`src/rtl/pkt_comm_pkg.sv`:
```
// Shared constants for the pkt_comm output packet builders.
// Header layout (16-bit words, low byte first on the wire):
//   word 0: {type, version}   word 1: reserved
//   word 2: length[15:0]      word 3: {reserved, length[23:16]}
//   word 4: input packet id
package pkt_comm_pkg;

  localparam logic [7:0] OUTPKT_TYPE_CMP_RESULT = 8'h82;
  localparam int         OUTPKT_HEADER_WORDS    = 5;
  localparam int         CMP_RESULT_BODY_BYTES  = 8;

  // Header word indices, shared with outpkt_word
  localparam logic [3:0] HDR_IDX_TYPE_VER = 4'd0;
  localparam logic [3:0] HDR_IDX_RSVD     = 4'd1;
  localparam logic [3:0] HDR_IDX_LEN_LO   = 4'd2;
  localparam logic [3:0] HDR_IDX_LEN_HI   = 4'd3;
  localparam logic [3:0] HDR_IDX_PKT_ID   = 4'd4;

  // Comparator-result body word indices
  localparam logic [3:0] CMP_IDX_WORD_ID  = 4'd5;
  localparam logic [3:0] CMP_IDX_GEN_LO   = 4'd6;
  localparam logic [3:0] CMP_IDX_GEN_HI   = 4'd7;
  localparam logic [3:0] CMP_IDX_HASH_NUM = 4'd8;

  // Index of the final word in a comparator-result packet
  localparam logic [3:0] CMP_RESULT_LAST_IDX =
    4'(OUTPKT_HEADER_WORDS + (CMP_RESULT_BODY_BYTES / 2) - 1);

  // Body length as carried in the header (upper length byte is always 0 here)
  localparam logic [15:0] CMP_RESULT_LEN_LO = 16'(CMP_RESULT_BODY_BYTES);

  typedef enum logic [0:0] {
    CMP_ST_IDLE = 1'b0,
    CMP_ST_SEND = 1'b1
  } cmp_result_state_e;

  // Header word 0: type in the high byte so the version goes out first
  function automatic logic [15:0] hdr_word0(input logic [7:0] pkt_type,
                                            input logic [7:0] version);
    return {pkt_type, version};
  endfunction

endpackage

```
`src/rtl/outpkt_cmp_result.sv`:
```
// Output packet builder for comparator results. Holds one result record and
// serializes it as a 5-word header plus 4-word body on the dout stream.
// dout/pkt_new/pkt_end depend only on registered state, never on inputs.
module outpkt_cmp_result
  import pkt_comm_pkg::*;
#(
  parameter int         VERSION  = 1,
  parameter logic [7:0] PKT_TYPE = OUTPKT_TYPE_CMP_RESULT
) (
  input  logic        CLK,
  input  logic        RST,
  input  logic [31:0] gen_id,
  input  logic [15:0] word_id,
  input  logic [15:0] pkt_id,
  input  logic [15:0] hash_num,
  input  logic        wr_en,
  output logic        full,
  output logic [15:0] dout,
  output logic        pkt_new,
  output logic        pkt_end,
  input  logic        rd_en,
  output logic        empty,
  output logic        err_overflow
);

  localparam logic [7:0] VERSION_BYTE = VERSION[7:0];

  cmp_result_state_e state_r;
  cmp_result_state_e state_s;
  logic [3:0]        idx_r;
  logic [3:0]        idx_s;
  logic              load_s;
  logic              full_r;
  logic              empty_r;
  logic              err_overflow_r;
  logic [31:0]       gen_id_r;
  logic [15:0]       word_id_r;
  logic [15:0]       pkt_id_r;
  logic [15:0]       hash_num_r;
  logic [15:0]       dout_s;

  // Next-state and word index: accept a record in IDLE, step idx on each read in SEND
  always_comb begin
    state_s = state_r;
    idx_s   = idx_r;
    load_s  = 1'b0;
    case (state_r)
      CMP_ST_IDLE: begin
        if (wr_en) begin
          state_s = CMP_ST_SEND;
          idx_s   = 4'd0;
          load_s  = 1'b1;
        end else begin
          state_s = CMP_ST_IDLE;
          idx_s   = 4'd0;
        end
      end
      CMP_ST_SEND: begin
        if (rd_en) begin
          if (idx_r == CMP_RESULT_LAST_IDX) begin
            state_s = CMP_ST_IDLE;
            idx_s   = 4'd0;
          end else begin
            idx_s   = idx_r + 4'd1;
          end
        end else begin
          idx_s = idx_r;
        end
      end
      default: begin
        state_s = CMP_ST_IDLE;
        idx_s   = 4'd0;
      end
    endcase
  end

  // State, index and the registered full/empty flags
  always_ff @(posedge CLK) begin
    if (RST) begin
      state_r <= CMP_ST_IDLE;
      idx_r   <= 4'd0;
      full_r  <= 1'b0;
      empty_r <= 1'b1;
    end else begin
      state_r <= state_s;
      idx_r   <= idx_s;
      full_r  <= (state_s == CMP_ST_SEND);
      empty_r <= (state_s != CMP_ST_SEND);
    end
  end

  // Sticky overflow: any write attempted while the record buffer is occupied
  always_ff @(posedge CLK) begin
    if (RST) begin
      err_overflow_r <= 1'b0;
    end else if (wr_en && full_r) begin
      err_overflow_r <= 1'b1;
    end else begin
      err_overflow_r <= err_overflow_r;
    end
  end

  // Record buffer: captured only on an accepted write, untouched by dropped writes
  always_ff @(posedge CLK) begin
    if (RST) begin
      gen_id_r   <= 32'h0000_0000;
      word_id_r  <= 16'h0000;
      pkt_id_r   <= 16'h0000;
      hash_num_r <= 16'h0000;
    end else if (load_s) begin
      gen_id_r   <= gen_id;
      word_id_r  <= word_id;
      pkt_id_r   <= pkt_id;
      hash_num_r <= hash_num;
    end else begin
      gen_id_r   <= gen_id_r;
      word_id_r  <= word_id_r;
      pkt_id_r   <= pkt_id_r;
      hash_num_r <= hash_num_r;
    end
  end

  // Output word mux; drives zero whenever no packet is being sent
  always_comb begin
    dout_s = 16'h0000;
    if (state_r == CMP_ST_SEND) begin
      case (idx_r)
        HDR_IDX_TYPE_VER: dout_s = hdr_word0(PKT_TYPE, VERSION_BYTE);
        HDR_IDX_RSVD:     dout_s = 16'h0000;
        HDR_IDX_LEN_LO:   dout_s = CMP_RESULT_LEN_LO;
        HDR_IDX_LEN_HI:   dout_s = 16'h0000;
        HDR_IDX_PKT_ID:   dout_s = pkt_id_r;
        CMP_IDX_WORD_ID:  dout_s = word_id_r;
        CMP_IDX_GEN_LO:   dout_s = gen_id_r[15:0];
        CMP_IDX_GEN_HI:   dout_s = gen_id_r[31:16];
        CMP_IDX_HASH_NUM: dout_s = hash_num_r;
        default:          dout_s = 16'h0000;
      endcase
    end else begin
      dout_s = 16'h0000;
    end
  end

  assign dout         = dout_s;
  assign pkt_new      = full_r && (idx_r == HDR_IDX_TYPE_VER);
  assign pkt_end      = full_r && (idx_r == CMP_RESULT_LAST_IDX);
  assign full         = full_r;
  assign empty        = empty_r;
  assign err_overflow = err_overflow_r;

endmodule
```
`config.mk`:
```
export PLATFORM = sky130hd
export DESIGN_NAME = outpkt_cmp_result
export DESIGN_NICKNAME = d
export VERILOG_FILES = /design/src/rtl/pkt_comm_pkg.sv /design/src/rtl/outpkt_cmp_result.sv
export SDC_FILE = /design/constraint.sdc
export NUM_CORES = 1
export LEC_CHECK = 0
export BUFFER_PORTS_ARGS = -buffer_cell sky130_fd_sc_hd__buf_2
export CAP_MARGIN = 5
export CORE_ASPECT_RATIO = 0.75
export CORE_UTILIZATION = 50
export CTS_CLUSTER_DIAMETER = 50
export DETAILED_ROUTE_END_ITERATION = 10
export HOLD_SLACK_MARGIN = 0.06
export PLACE_DENSITY = 0.78
export SYNTH_ARGS = -nofsm -noshare
export SYNTH_HDL_FRONTEND = slang
export SYNTH_SLANG_ARGS = --single-unit
```
`constraint.sdc`:
```
create_clock -name CLK -period 2.2 [get_ports CLK]
set_input_delay 0.33 -clock CLK [delete_from_list [all_inputs] [get_ports CLK]]
set_output_delay 0.33 -clock CLK [all_outputs]
set_load 0.03 [all_outputs]
```
### Yosys cells after proc, flatten, opt, wreduce, memory -nomap -nowiden

Index checks and enable logic that the tools add are counted.

* register bits after elaboration: 87
* input port bits: 84
* output and inout bits: 21
* logic and storage cells: 32

* add/sub/neg operators: 1
* eq/ne operators: 7
* muxes and demuxes: 10
* bitwise operators: 2
* reduce and logical (&&, ||, !) cells: 4

Operators by type and width (count)
* one-hot mux 16 bit (7 select lines): 1
* == test 4 x 3 -> 1 bit, second input constant: 4
* two-way mux 16 bit: 1
* two-way mux 4 bit: 2
* one-hot mux 4 bit (2 select lines): 1
* adder 4 x 1 -> 4 bit, second input constant: 1
* == test 4 x 2 -> 1 bit, second input constant: 1
* == test 4 bit, second input constant: 1
* logical NOT 4 bit: 1
* two-way mux 1 bit: 4
* logical AND 1 bit: 3
* inequality test 2 bit, second input constant: 1
* inverter 1 bit: 2
* one-hot mux 1 bit (2 select lines): 1

### Depth between registers and ports, before layout

Gate-level depths: netlist (run 1).

* depth in word-level cells: 5
* mapped depth: 8
* depth with buffers taken out: 6

### Worst setup path before layout (run 1)

Ideal clock, no wire load.

* kind: register -> output
* start point: reg idx_r[0]
* end point: out dout[0]
* arrival: 1.689 ns
* required time: 1.870 ns
* slack: 0.181 ns
* stages on the path, launching flop included: 7
* path buffers: 1
* path through: dfxtp_1 inv_1 ha_1 buf_4 nor2b_1 a311oi_1 a21oi_1

* word-level cells in the longest chain between the ends: 3
* elaborated cells between the ends (all ways): 9
* classes of those cells: 6 x eq/ne; 2 x mux; 1 x reduce/logical

Ends and longest elaborated chain
* start, declared: RTL line outpkt_cmp_result.sv:30 `logic [3:0] idx_r;`
* start signal, assigned: RTL line outpkt_cmp_result.sv:86 `idx_r <= idx_s;`
* == test 4 bit, or another cell as far along: RTL line outpkt_cmp_result.sv:127 `case (idx_r)`
* one-hot mux 16 bit (7 select lines) (*): RTL line outpkt_cmp_result.sv:127
* two-way mux 16 bit (*): RTL line outpkt_cmp_result.sv:126 `if (state_r == CMP_ST_SEND) begin`
* end, declared: RTL line outpkt_cmp_result.sv:18 `output logic [15:0] dout,`

Mark *: on every way between the ends. The rest lies on a longest branch, timed or not.

### Worst setup path after layout (run 1)

* start point: reg idx_r[0]
* end point: out dout[13]

The elaborated chain is that of the path after synthesis.

==> flow_summary_export.csv, run 1 <==
group,metric,value,unit
floorplan,fp.dieArea,0.00798,mm²
timing,final.min_clock_period,2.41,ns
layout,finalNetCount,694,
clock_network,clockBufferDepth,2,
worst_setup_path,cp_cell_sequence,"inv_4 > ha_4 > buf_6 > buf_12 > a222oi_1 > nor2_1 > a311oi_1 > nor2_1 > buf_4",
pwr,p_clk_share,32.6,%
drt,drt_first_iter_violations,340,
pwr,swShare,28.1,%
pwr,p_comb_share,13.4,%
timing,finalSetupTns,-2.00,ns
worst_setup_path,critPathKind,"reg2out",
timing,setup_ws,-0.209,ns
floorplan,rows,27,
synth,synthTopCellsByCount,"nand2_1 (166), a21oi_1 (103), dfxtp_1 (87)",
synth,ys.flop_type,"dfxtp_1",
timing,fin_crit_sh,109,%
synth,synth_most_common_cell,"nand2_1",
pwr,ir_drop,454,µV
worst_hold_path,worst_hold_path.num_cells,3,
worst_setup_path,path_depth,9,
timing,clock_skew,0.0105,ns
timing,finalSetupViolations,16,
global_route,overflow,0,
clock_network,htreeDepth,3,
global_route,grt_pass1_vias,3449,
job,cap_viol_max_count,0,
placed_design,routabilityCongestion,0.938,
synth,synth_edf_count,0,
global_route,antenna_found_initial,0,
timing,rsz0062_at_grt,"true",
global_route,grt.total_usage,28.7,%
synth,synth.distinct_cells,30,
layout,syn2layout_area_growth,37.8,%
worst_setup_path,r2r_cells,6,
clock_network,path_clk_slew,0.09,ns
placed_design,postPlaceCellArea,0.00439,mm²
status,violations,"setup timing",
drt,remaining_drc_errors,0,
clock_network,cts.sinks,87,
layout,n_antenna_cell,0,
placed_design,hpwlAfterDp,7.76,mm
floorplan,ios,105,
timing,tightestPinTransition,0.431,ns
synth,avgSynthCellArea,7.64,µm²
worst_hold_path,hold_path_end,"gen_id_r[14]",
layout,final_area,0.00525,mm²
synth,synth_seq_area_share,45.7,%
drt,routed_wl,11.3,mm
worst_setup_path,arrival,2.08,ns
pwr,sequentialPowerShare,53.9,%
clock_network,cts_root_buf,"clkbuf_8",
timing,finalHoldViolations,0,
global_route,grt_pass1_wl,17.2,mm
timing,hold_ws,0.199,ns
worst_hold_path,hp-start,"gen_id[14]",
floorplan,die_w,103,µm
synth,synth_cells,499,
worst_setup_path,cp_top_family,"buffers and inverters",
worst_setup_path,max_stage_delay,0.39,ns
drt,viasPerCell,5.45,
worst_setup_path,critPathSlowestCell,"dfxtp_4",
pwr,p_leak,2.01,nW
synth,synth.largest_area_cell,"dfxtp_1",
pwr,powerDensity,611,mW/mm²
drt,postRouteAntennaNets,0,
drt,drt-pass1-iter-count,5,
placed_design,numPortBuffers,104,
worst_setup_path,worstPathRequired,1.87,ns
clock_network,clkLatencyLatePin,0.36,ns
drt,num_vias,3880,
synth,syn_area,0.00381,mm²
floorplan,start_util,51.7,%
synth,yosysTopAreaCellShare,45.7,%
global_route,grt_start_max_net_pins,81,
pwr,internal_power,2.31,mW
synth,syn-num-nets,587,
synth,yosys-top-cells-area,"dfxtp_1 (46%), nand2_1 (16%), a21oi_1 (14%)",
layout,drive_gt1_share,35.8,%
timing,slew_headroom,71.2,%
worst_hold_path,hp-class,"in2reg",
status,status,"finished with violations",
worst_setup_path,start_kind,"flop",
worst_setup_path,crit_buf_inv,4,
worst_setup_path,r2r_start,"idx_r[1]",
pwr,p_sw,0.900,mW
floorplan,core-area,0.00736,mm²
timing,fmax,0.415,GHz
clock_network,numCtsBuffers,9,
worst_setup_path,crit_top_cell,"nor2_1",
synth,ys_seq_elements,87,
worst_setup_path,r2r_end,"empty",
synth,synth-async-reset-ratio,0,%
synth,yosysWarningCount,0,
worst_setup_path,crit_fanout,5,
timing,report.final.slew_viol_count,0,
worst_setup_path,rrSetupSlack,0.51,ns
clock_network,cts_tree,"done",
worst_setup_path,end_kind,"primary output",
floorplan,die_h,77.6,µm
layout,fillers,602,
drt,wl_per_cell,15.8,µm
==> through the flow <==
step	util, %	worst slack [ns]	cells	power, mW
finish	71.3	-0.209	712	3.21
CTS	68.9	-0.228	712	3.21
global placement	59.6	-0.0382	684	2.11
detailed placement	59.6	-0.111	684	2.12
global route	71.3	-0.289	712	3.36
floorplan	-	0.181	499	1.98
==> power groups by stage <==
stage | clock network (mW) | registers (mW) | logic [mW]
6_report | 1.05 | 1.73 | 0.430
3_3_place_gp | 0 | 1.75 | 0.355
2_1_floorplan | 0 | 1.74 | 0.242
3_5_place_dp | 0 | 1.76 | 0.363
5_1_grt | 1.15 | 1.74 | 0.474
4_1_cts | 1.07 | 1.72 | 0.414
==> layout by cell type, fill, tap and decap left out, drive strengths merged <==
master	Yosys	layout
a21boi	1	1
a21oi	103	103
a222oi	4	4
a22oi	20	20
a311o	1	1
a311oi	6	6
a32oi	1	1
and2	1	1
and3b	1	1
buf	29	137
clkbuf	12	10
clkinv	0	2
clkinvlp	0	2
dfxtp	87	87
ha	4	4
inv	5	7
mux2i	1	1
nand2	166	166
nand2b	6	6
nand3	2	2
nor2	27	27
nor2b	4	4
nor3	3	3
nor3b	7	7
nor4	1	1
o21ai	4	4
o221ai	1	1
o22ai	1	1
o311ai	1	1
==> kinds of logic after synthesis <==
logic type,share of synthesized area [%]
flops,45.7
compound gates,22.2
fa+ha+maj,1.31
simple gates,23.3
buf+inv,7.26
mux,0.263
==> how the worst max path moves through the flow <==
stage,from,end,slack (ns)
final,idx_r[0],dout[13],-0.21
after global placement,idx_r[1],dout[11],-0.04
after global routing,idx_r[1],dout[13],-0.29
after floorplan,idx_r[0],dout[0],0.18
after detailed placement,idx_r[1],dout[11],-0.11
after CTS,idx_r[0],dout[14],-0.23
==> routing by layer <==
layer / vias to the layer above / routed length [µm] / track usage, %
met2: 189 / 4970 / 41.2
met1: 1784 / 5250 / 42.0
met3: 8 / 963 / 8.56
li1: 1899 / - / -
met4: 0 / 90 / 6.20
met5: - / 0 / 0
==> worst register-to-register path: cells and delay by family, from the launching register on <==
| kind | cells | cell delay (ns) |
|---|---|---|
| DFF | 1 | 0.41 |
| buffers and inverters | 3 | 0.37 |
| AOI/OAI and AO/OA | 1 | 0.37 |
| and+or+nand+nor | 1 | 0.25 |
| adders and majority gates | 1 | 0.18 |
==> sequential cells by signal, summed over array words and instances (netlist names) <==
signal        count
err_overflow      1
empty             1
word_id_r        16
gen_id_r         32
hash_num_r       16
pkt_id_r         16
idx_r             4
full              1
==> cell type report <==
cell class                      instances  area (µm²)  area share, %
Timing Repair Buffer                  137         985           18.8
Inverter                                5        23.8          0.453
Multi-Input combinational cell        366        2180           41.4
Sequential cell                        87        1750           33.3
Clock inverter                          6        52.6           1.00
Clock buffer                           10         138           2.62
Tap cell                              101         126           2.41
==> repair_timing <==
action / 4_1_cts / 5_1_grt
gates cloned: 1 / 0
pin swaps: 21 / 18
setup endpoints to repair: 18 / 18
buffers inserted: 11 / 1
hold buffers: 0 / 0
resized for setup: 87 / 46
Power figures use the tool's default switching activity.
==> run 2: changes to the inputs <==
--- a/config.mk
+++ b/config.mk
@@ -8,11 +8,12 @@
 export BUFFER_PORTS_ARGS = -buffer_cell sky130_fd_sc_hd__buf_2
 export CAP_MARGIN = 5
 export CORE_ASPECT_RATIO = 0.75
-export CORE_UTILIZATION = 50
+export CORE_UTILIZATION = 52
 export CTS_CLUSTER_DIAMETER = 50
 export DETAILED_ROUTE_END_ITERATION = 10
+export GPL_TIMING_DRIVEN = 0
 export HOLD_SLACK_MARGIN = 0.06
-export PLACE_DENSITY = 0.78
+export PLACE_DENSITY = 0.8
 export SYNTH_ARGS = -nofsm -noshare
 export SYNTH_HDL_FRONTEND = slang
 export SYNTH_SLANG_ARGS = --single-unit
==> run 2 against run 1 <==
Compared with the run above: the flow still finishes with violations (setup timing); core utilization is 5.9 points higher; clock power about the same; cell count grew 3.7%; critical endpoint unchanged; highest routed layer unchanged.
==> flow_summary_export.csv, run 2 (synthesis results as in run 1) <==
group,metric,value,unit
drt,viasPerCell,5.66,
clock_network,cts_tree,"done",
clock_network,clockBufferDepth,2,
layout,seqCellArea,0.00175,mm²
clock_network,path_clk_slew,0.09,ns
worst_setup_path,r2r_cells,7,
global_route,grt_pass1_wl,19.7,mm
worst_setup_path,crit_fanout,5,
clock_network,clkLatencyLatePin,0.37,ns
floorplan,start_util,54.7,%
clock_network,htreeDepth,3,
worst_setup_path,critPathKind,"reg2out",
drt,postRouteAntennaNets,0,
worst_setup_path,crit_path_start,"idx_r[1]",
timing,tightestPinTransition,0.569,ns
timing,report.final.slew_viol_count,0,
placed_design,dp_cells,701,
pwr,powerDensity,608,mW/mm²
timing,fmax,0.400,GHz
clock_network,holdBufCountCts,0,
placed_design,hpwlAfterDp,8.25,mm
floorplan,die_w,101,µm
layout,multiInputGateArea,0.00217,mm²
layout,fillers,517,
timing,final.min_clock_period,2.50,ns
layout,regMostFlops,"gen_id_r",
pwr,p_leak,2.09,nW
global_route,antenna_found_initial,0,
timing,setup_ws,-0.297,ns
status,status,"finished with violations",
drt,drt_first_iter_violations,332,
worst_hold_path,hp-class,"in2reg",
layout,final_common_cell,"nand2_1",
layout,finalNetCount,724,
status,violations,"setup timing",
floorplan,core-area,0.00696,mm²
placed_design,dp_slack,-0.131,ns
pwr,ir_drop,392,µV
drt,drt-pass1-iter-count,6,
timing,rsz0062_at_grt,"true",
placed_design,postPlaceCellArea,0.00445,mm²
layout,largest_reg_flops,32,
worst_setup_path,end_kind,"primary output",
drt,routed_wl,12.8,mm
clock_network,numCtsBuffers,9,
layout,n_antenna_cell,0,
clock_network,cts_root_buf,"clkbuf_8",
global_route,grt.total_usage,33.8,%
global_route,grt_pass1_vias,3921,
worst_setup_path,r2r_start,"idx_r[1]",
timing,finalSetupViolations,17,
worst_setup_path,worstPathRequired,1.87,ns
floorplan,die_h,76.1,µm
layout,layout.cells.non_filler,738,
floorplan,fp.dieArea,0.00768,mm²
worst_hold_path,hp-start,"word_id[4]",
drt,num_vias,4175,
timing,fin_crit_sh,113,%
drt,wl_per_cell,17.3,µm
pwr,power,3.27,mW
floorplan,rows,26,
job,cap_viol_max_count,0,
layout,mostFrequentLayoutCells,"nand2_1 (163), buf_2 (97), dfxtp_1 (85), a21oi_1 (84), buf_6 (31)",
layout,syn2layout_area_growth,41.0,%
clock_network,cts.sinks,87,
worst_hold_path,worst_hold_path.num_cells,3,
timing,clock_skew,0.00984,ns
global_route,grt_start_max_net_pins,15,
worst_setup_path,arrival,2.17,ns
floorplan,ios,105,
global_route,overflow,0,
layout,drive_gt1_share,36.9,%
layout,final_area,0.00537,mm²
drt,remaining_drc_errors,0,
layout,fin_util,77.2,%
timing,slew_headroom,62.1,%
placed_design,routabilityCongestion,0.870,
timing,finalHoldViolations,0,
worst_setup_path,start_kind,"flop",
placed_design,numPortBuffers,104,
run 2: cell count changes in the layout (fill, tap and decap cells not counted), moves of 3 or more:
cell / previous run / this run
nor2_4: 10 / 7
nor2_1: 15 / 19
buf_12: 6 / 0
buf_6: 21 / 31
a21oi_4: 5 / 8
buf_2: 87 / 97
a21oi_1: 88 / 84
clkbuf_1: 0 / 11
run 2: layer usage:
metal	up-vias	track usage (%)	share of wire, %
met5	-	0	0
met2	269	51.7	45
li1	1960	-	-
met1	1913	47.0	42
met3	33	7.52	10
met4	0	11.2	2.5
run 2: final cells by class:
| cell class | instances | area share (%) |
|---|---|---|
| well taps | 98 | 2.28 |
| clock buffers | 12 | 2.89 |
| inverters | 5 | 0.442 |
| multi-input cells | 366 | 40.4 |
| repair buffers | 128 | 15.6 |
| clock inverters | 3 | 0.489 |
| flip-flops and latches | 87 | 32.6 |
| plain buffers | 39 | 5.40 |
run 2: final timing paths:
kind	slack (ns)	endpoint
worst min register to register	0.46	word_id_r[2]
worst max register to register	0.44	empty
worst min-delay path	0.19	word_id_r[4]
worst max-delay path	-0.30	dout[13]
run 2: metrics by stage:
stage	hold WS, ns	TNS (ns)
floorplan	0.431	0
global placement	0.442	-0.149
detailed placement	0.447	-0.482
CTS	0.188	-2.18
global route	0.190	-3.80
finish	0.190	-3.13
run 2: timing repair:
action | in CTS | in global routing
pin swaps | 32 | 7
cloned | 4 | 0
buffers inserted | 18 | 3
gates resized for setup | 114 | 32
endpoints found under the setup margin | 17 | 17
run 2: critical path: stages, from the launching register on:
cell and delay (ns):
dfxtp_4 0.39, inv_4 0.05, ha_4 0.16, buf_6 0.12, a222oi_1 0.46, nor2_1 0.11, a311oi_1 0.25, nor2_1 0.09
buf_4 0.18
run 2: power breakdown:
group	total (mW)	switching, mW	internal [mW]
combinational	0.484	0.269	0.215
clock	1.06	0.581	0.475
sequential	1.73	0.0674	1.66
